[src/rtl/pipe_sink.sv]
// Frame-checking sink: validates start/stop framing on an incoming beat stream
// and buffers accepted beats in a first-word-fall-through FIFO.
module pipe_sink #(
    parameter int Width = 8,
    parameter int Depth = 8
) (
    input  logic             clock,
    input  logic             reset,
    input  logic [Width-1:0] pipe_in_data,
    input  logic             pipe_in_start,
    input  logic             pipe_in_stop,
    input  logic             pipe_in_valid,
    output logic             pipe_in_ready,
    output logic [Width-1:0] out_data,
    output logic             out_start,
    output logic             out_stop,
    output logic             out_valid,
    input  logic             out_ready,
    output logic [15:0]      frame_count,
    output logic             frame_error
);

    localparam int AW = $clog2(Depth);
    localparam int CW = AW + 1;

    typedef struct packed {
        logic             start;
        logic             stop;
        logic [Width-1:0] data;
    } beat_t;

    typedef enum logic {
        IDLE,
        IN_FRAME
    } state_e;

    beat_t          mem_q [Depth];
    logic [AW-1:0]  wr_ptr_q, wr_ptr_d;
    logic [AW-1:0]  rd_ptr_q, rd_ptr_d;
    logic [CW-1:0]  count_q, count_d;
    state_e         state_q, state_d;
    logic [15:0]    frame_count_q, frame_count_d;
    logic           frame_error_q, frame_error_d;
    logic           accept;
    logic           pop;
    logic           store;
    beat_t          head;

    // Ready looks only at the stored count, so a pop never frees a slot in the same cycle.
    assign pipe_in_ready = ~reset & (count_q != CW'(Depth));
    assign accept        = pipe_in_valid & pipe_in_ready;
    assign out_valid     = (count_q != '0);
    assign pop           = out_valid & out_ready;

    // Head payload is masked while empty because the storage array holds stale data.
    assign head      = mem_q[rd_ptr_q];
    assign out_data  = out_valid ? head.data  : '0;
    assign out_start = out_valid ? head.start : 1'b0;
    assign out_stop  = out_valid ? head.stop  : 1'b0;

    assign frame_count = frame_count_q;
    assign frame_error = frame_error_q;

    always_comb begin
        // NOTE: every always_comb output gets a default first so no path infers a latch.
        state_d       = state_q;
        frame_count_d = frame_count_q;
        frame_error_d = 1'b0;
        store         = 1'b0;
        if (accept) begin
            if (pipe_in_start) begin
                // A start inside an open frame abandons that frame and opens a new one.
                store         = 1'b1;
                frame_error_d = (state_q == IN_FRAME);
                state_d       = pipe_in_stop ? IDLE : IN_FRAME;
                if (pipe_in_stop) frame_count_d = frame_count_q + 16'd1;
            end else if (state_q == IN_FRAME) begin
                store = 1'b1;
                if (pipe_in_stop) begin
                    state_d       = IDLE;
                    frame_count_d = frame_count_q + 16'd1;
                end
            end else begin
                frame_error_d = 1'b1;
            end
        end
    end

    always_comb begin
        wr_ptr_d = wr_ptr_q + AW'(store);
        rd_ptr_d = rd_ptr_q + AW'(pop);
        count_d  = count_q + CW'(store) - CW'(pop);
    end

    always_ff @(posedge clock or posedge reset) begin
        // NOTE: sequential state uses non-blocking assignments so every flop samples pre-edge values.
        if (reset) begin
            wr_ptr_q      <= '0;
            rd_ptr_q      <= '0;
            count_q       <= '0;
            state_q       <= IDLE;
            frame_count_q <= '0;
            frame_error_q <= 1'b0;
        end else begin
            wr_ptr_q      <= wr_ptr_d;
            rd_ptr_q      <= rd_ptr_d;
            count_q       <= count_d;
            state_q       <= state_d;
            frame_count_q <= frame_count_d;
            frame_error_q <= frame_error_d;
        end
    end

    // NOTE: the storage array is not reset; count_q and the output masking make its contents invisible.
    always_ff @(posedge clock) begin
        if (store) mem_q[wr_ptr_q] <= '{start: pipe_in_start, stop: pipe_in_stop, data: pipe_in_data};
    end

endmodule

[config.mk]
export PLATFORM = sky130hd
export DESIGN_NAME = pipe_sink
export DESIGN_NICKNAME = d
export VERILOG_FILES = /design/src/rtl/pipe_sink.sv
export SDC_FILE = /design/constraint.sdc
export NUM_CORES = 1
export LEC_CHECK = 0
export CORE_ASPECT_RATIO = 0.75
export CORE_MARGIN = 2
export CORE_UTILIZATION = 53
export DETAILED_ROUTE_END_ITERATION = 16
export PLACE_DENSITY_LB_ADDON = 0.12
export SYNTH_ARGS = -nofsm -noshare
export SYNTH_HDL_FRONTEND = slang
export SYNTH_SLANG_ARGS = --single-unit
[constraint.sdc]
create_clock -name clock -period 7.9 [get_ports clock]
set_clock_uncertainty 0.15 [all_clocks]
set_input_delay 0.79 -clock clock [delete_from_list [all_inputs] [get_ports clock]]
set_output_delay 0.79 -clock clock [all_outputs]
set_load 0.05 [all_outputs]
==> reports/metrics.json <==
{
  "status": {"value": "complete, no violations"},
  "pin_count_of_the_biggest_net_entering_global_routing": {"value": 30},
  "filler_cell_count": {"value": 583},
  "reg2regPathDepth": {"value": 10},
  "final.setup.worst_slack": {"value": 3.76, "unit": "ns"},
  "preCtsSetupSlack": {"value": 3.68, "unit": "ns"},
  "cts_hold_buf": {"value": 0},
  "core_region_area": {"value": 8020, "unit": "um2"},
  "tightestPinTransition": {"value": 1.11, "unit": "ns"},
  "synthesis.yosys.warnings": {"value": 0},
  "worstReg2RegEnd": {"value": "count_q[2]"},
  "std_cell_rows": {"value": 28},
  "hpwlAfterDp": {"value": 5090, "unit": "um"},
  "die_area": {"value": 9160, "unit": "um2"},
  "cts_root_buffer": {"value": "sky130_fd_sc_hd__clkbuf_8"},
  "synth.yosys.seq_area_share": {"value": 69.7, "unit": "%"},
  "grt-ovfl-total": {"value": 0},
  "synth_enable_flop_cells": {"value": 80},
  "tritoncts.num_buffers": {"value": 9},
  "grt_pass1_wl": {"value": 12400, "unit": "um"},
  "area.sequential": {"value": 3100, "unit": "um2"},
  "holdWs": {"value": 0.342, "unit": "ns"},
  "finalWirelength": {"value": 7860, "unit": "um"},
  "clkSinkCount": {"value": 108},
  "cts.reportedPaths.clkPinSlew": {"value": 0.09, "unit": "ns"},
  "report.power.total": {"value": 1.75, "unit": "mW"},
  "number_of_maximum_capacitance_constraint_violations": {"value": 0},
  "ffs_latches_synth": {"value": 108},
  "finalInstanceArea": {"value": 5200, "unit": "um2"},
  "syn-cell-area": {"value": 4450, "unit": "um2"},
  "tritoncts": {"value": "built"},
  "buffer_ports.inserted": {"value": 42},
  "achievable-frequency": {"value": 242, "unit": "MHz"},
  "setup_total_negative_slack": {"value": 0, "unit": "ns"},
  "via_count_of_the_first_global_routing_pass": {"value": 2330},
  "maxSlewHeadroom": {"value": 25.7, "unit": "%"},
  "synth_fp_nets": {"value": 282},
  "insertedDiodeCount": {"value": 0},
  "routability_congestion_estimate_from_global_placement": {"value": 0.783},
  "multi_input_comb_area": {"value": 1260, "unit": "um2"},
  "setup.worst_path.start": {"value": "reset"},
  "setup_viol": {"value": 0},
  "ff2ff_setup_slack": {"value": 5.01, "unit": "ns"},
  "antenna_found_initial": {"value": 0},
  "netSwitchingFraction": {"value": 36.7, "unit": "%"},
  "routed_wire_length_per_instance": {"value": 18.9, "unit": "um"},
  "drc": {"value": 0},
  "instance_area_after_placement": {"value": 5020, "unit": "um2"},
  "synth_flop_cell": {"value": "sky130_fd_sc_hd__edfxtp_1"},
  "synth_area_per_cell": {"value": 17.5, "unit": "um2"},
  "area_growth": {"value": 16.9, "unit": "%"},
  "cts_resized": {"value": 0},
  "net-switching-power": {"value": 0.642, "unit": "mW"},
  "rsz_0062_raised_after_global_routing": {"value": "no"},
  "number_of_placed_cells_counting_well_taps": {"value": 400},
  "final_cells": {"value": 416},
  "crit_path_end_kind": {"value": "output port"},
  "finalHoldViolations": {"value": 0},
  "vias": {"value": 2275},
  "min-delay-path-class": {"value": "reg2reg"},
  "async_reset_ff_share": {"value": 25.9, "unit": "%"},
  "cellLeakagePower": {"value": 1.96, "unit": "nW"},
  "holdPathStages": {"value": 1},
  "intPower": {"value": 1.11, "unit": "mW"},
  "post_cts_buffers": {"value": 0},
  "die_width": {"value": 110, "unit": "um"},
  "route.antenna.remaining_nets": {"value": 0},
  "fin_crit": {"value": 4.14, "unit": "ns"},
  "vias_per_cell": {"value": 5.47},
  "groute.usage.overall": {"value": 18.9, "unit": "%"},
  "post_route_cells_drive_above_1_share": {"value": 15.4, "unit": "%"},
  "crit_required": {"value": 6.96, "unit": "ns"},
  "power_density": {"value": 336, "unit": "nW/um2"},
  "layout_common_cells": {"value": "sky130_fd_sc_hd__edfxtp_1, sky130_fd_sc_hd__clkdlybuf4s50_1, sky130_fd_sc_hd__dfrtp_1"},
  "dr.pass1.iters": {"value": 4},
  "holdCritStartpoint": {"value": "frame_count[6]"},
  "clock_path_buffers": {"value": 2},
  "post-route-util": {"value": 64.9, "unit": "%"},
  "die_boundary_height": {"value": 83.4, "unit": "um"},
  "critPathArrivalTime": {"value": 3.20, "unit": "ns"},
  "crit_fanout": {"value": 29},
  "clock_tree.htree_level_count": {"value": 3},
  "number_of_nets_in_the_final_layout": {"value": 333},
  "cp-start-kind": {"value": "primary input"},
  "synthesis.instances": {"value": 255},
  "peakVddDrop": {"value": 0.210, "unit": "mV"},
  "clock_insertion_delay_worst_skew": {"value": 0.36, "unit": "ns"},
  "io_pins": {"value": 43},
  "power.share.sequential": {"value": 43.9, "unit": "%"},
  "period_share": {"value": 52.4, "unit": "%"},
  "report.final.slew_viol_count": {"value": 0},
  "r2r-start": {"value": "count_q[2]"},
  "most_common_cell_after_layout_fill_and_taps_aside": {"value": "sky130_fd_sc_hd__edfxtp_1"},
  "min_delay_worst_endpoint": {"value": "frame_count[6]"},
  "start_util": {"value": 55.5, "unit": "%"},
  "criticalPathCategory": {"value": "in2out"},
  "p_comb_share": {"value": 38.1, "unit": "%"},
  "yosys.cell_types.count": {"value": 35},
  "drt_iter0_markers": {"value": 71},
  "clock_power_share": {"value": 18.1, "unit": "%"}
}
[per-layer routing]
layer	GRT usage (%)	routed length [um]	vias up
met5	0	0	-
met4	5.64	95	0
met3	4.71	261	10
met2	29.3	3840	43
met1	26.5	3660	1175
li1	-	-	1047
[area by class of cell]
type                       instances  area share (%)
inverter                          15            1.13
timing repair buffer              48            8.94
tap                              105            2.52
multi-input combinational        124            24.2
sequential                       108            59.6
clock inverter                     4           0.986
clock buffer                      12            2.60
[logic make-up after synthesis]
| family | count (synthesis) | synth area share, % |
|---|---|---|
| compound gates | 4 | 0.562 |
| xor+xnor | 19 | 3.74 |
| fa+ha+maj | 13 | 3.82 |
| buf+inv | 23 | 2.25 |
| flops | 108 | 69.7 |
| mux | 31 | 12.6 |
| simple gates | 57 | 7.31 |
[flip-flops by register name, indices dropped and copies added (netlist names)]
name,count
rd_ptr_q,3
frame_count,16
state_q,1
frame_error,1
count_q,4
wr_ptr_q,3
mem_q,80
[synthesized netlist by cell type, types with 2 or more instances]
cell,count,area (um2)
sky130_fd_sc_hd__inv_1,14,52.6
sky130_fd_sc_hd__edfxtp_1,80,2400
sky130_fd_sc_hd__ha_1,12,150
sky130_fd_sc_hd__buf_2,3,15.0
sky130_fd_sc_hd__nor2_1,17,63.8
sky130_fd_sc_hd__nand2_1,9,33.8
sky130_fd_sc_hd__nor3_1,8,40.0
sky130_fd_sc_hd__dfrtp_1,28,701
sky130_fd_sc_hd__nor2b_1,2,12.5
sky130_fd_sc_hd__and3b_1,2,17.5
sky130_fd_sc_hd__xnor2_1,6,52.6
sky130_fd_sc_hd__nand3_1,3,15.0
sky130_fd_sc_hd__mux4_2,20,450
sky130_fd_sc_hd__a31oi_1,2,12.5
sky130_fd_sc_hd__nand4_1,2,12.5
sky130_fd_sc_hd__mux2i_1,10,100
sky130_fd_sc_hd__nor3b_1,4,30.0
sky130_fd_sc_hd__xor2_1,13,114
sky130_fd_sc_hd__clkbuf_1,4,15.0
[critical path, stage by stage]
cell and delay, ns:
sky130_fd_sc_hd__clkdlybuf4s50_1 0.41, sky130_fd_sc_hd__inv_1 0.81, sky130_fd_sc_hd__and2_4 0.37, sky130_fd_sc_hd__clkdlybuf4s50_1 0.82
[power by group through the flow]
stage	clock network, mW	registers [mW]	logic, mW
after floorplan	0	0.754	0.493
after global placement	0	0.778	0.664
after detailed placement	0	0.783	0.673
after CTS	0.325	0.770	0.677
after global routing	0.347	0.782	0.714
final	0.316	0.768	0.666
[how the worst max path moves through the flow]
stage,end,cells after the start,slack [ns]
finish,pipe_in_ready,4,3.76
global route,pipe_in_ready,4,3.48
CTS,pipe_in_ready,4,3.67
detailed placement,pipe_in_ready,4,3.68
global placement,pipe_in_ready,4,3.71
floorplan,mem_q[0][0],5,4.39
(Power assumes the default switching activity.)
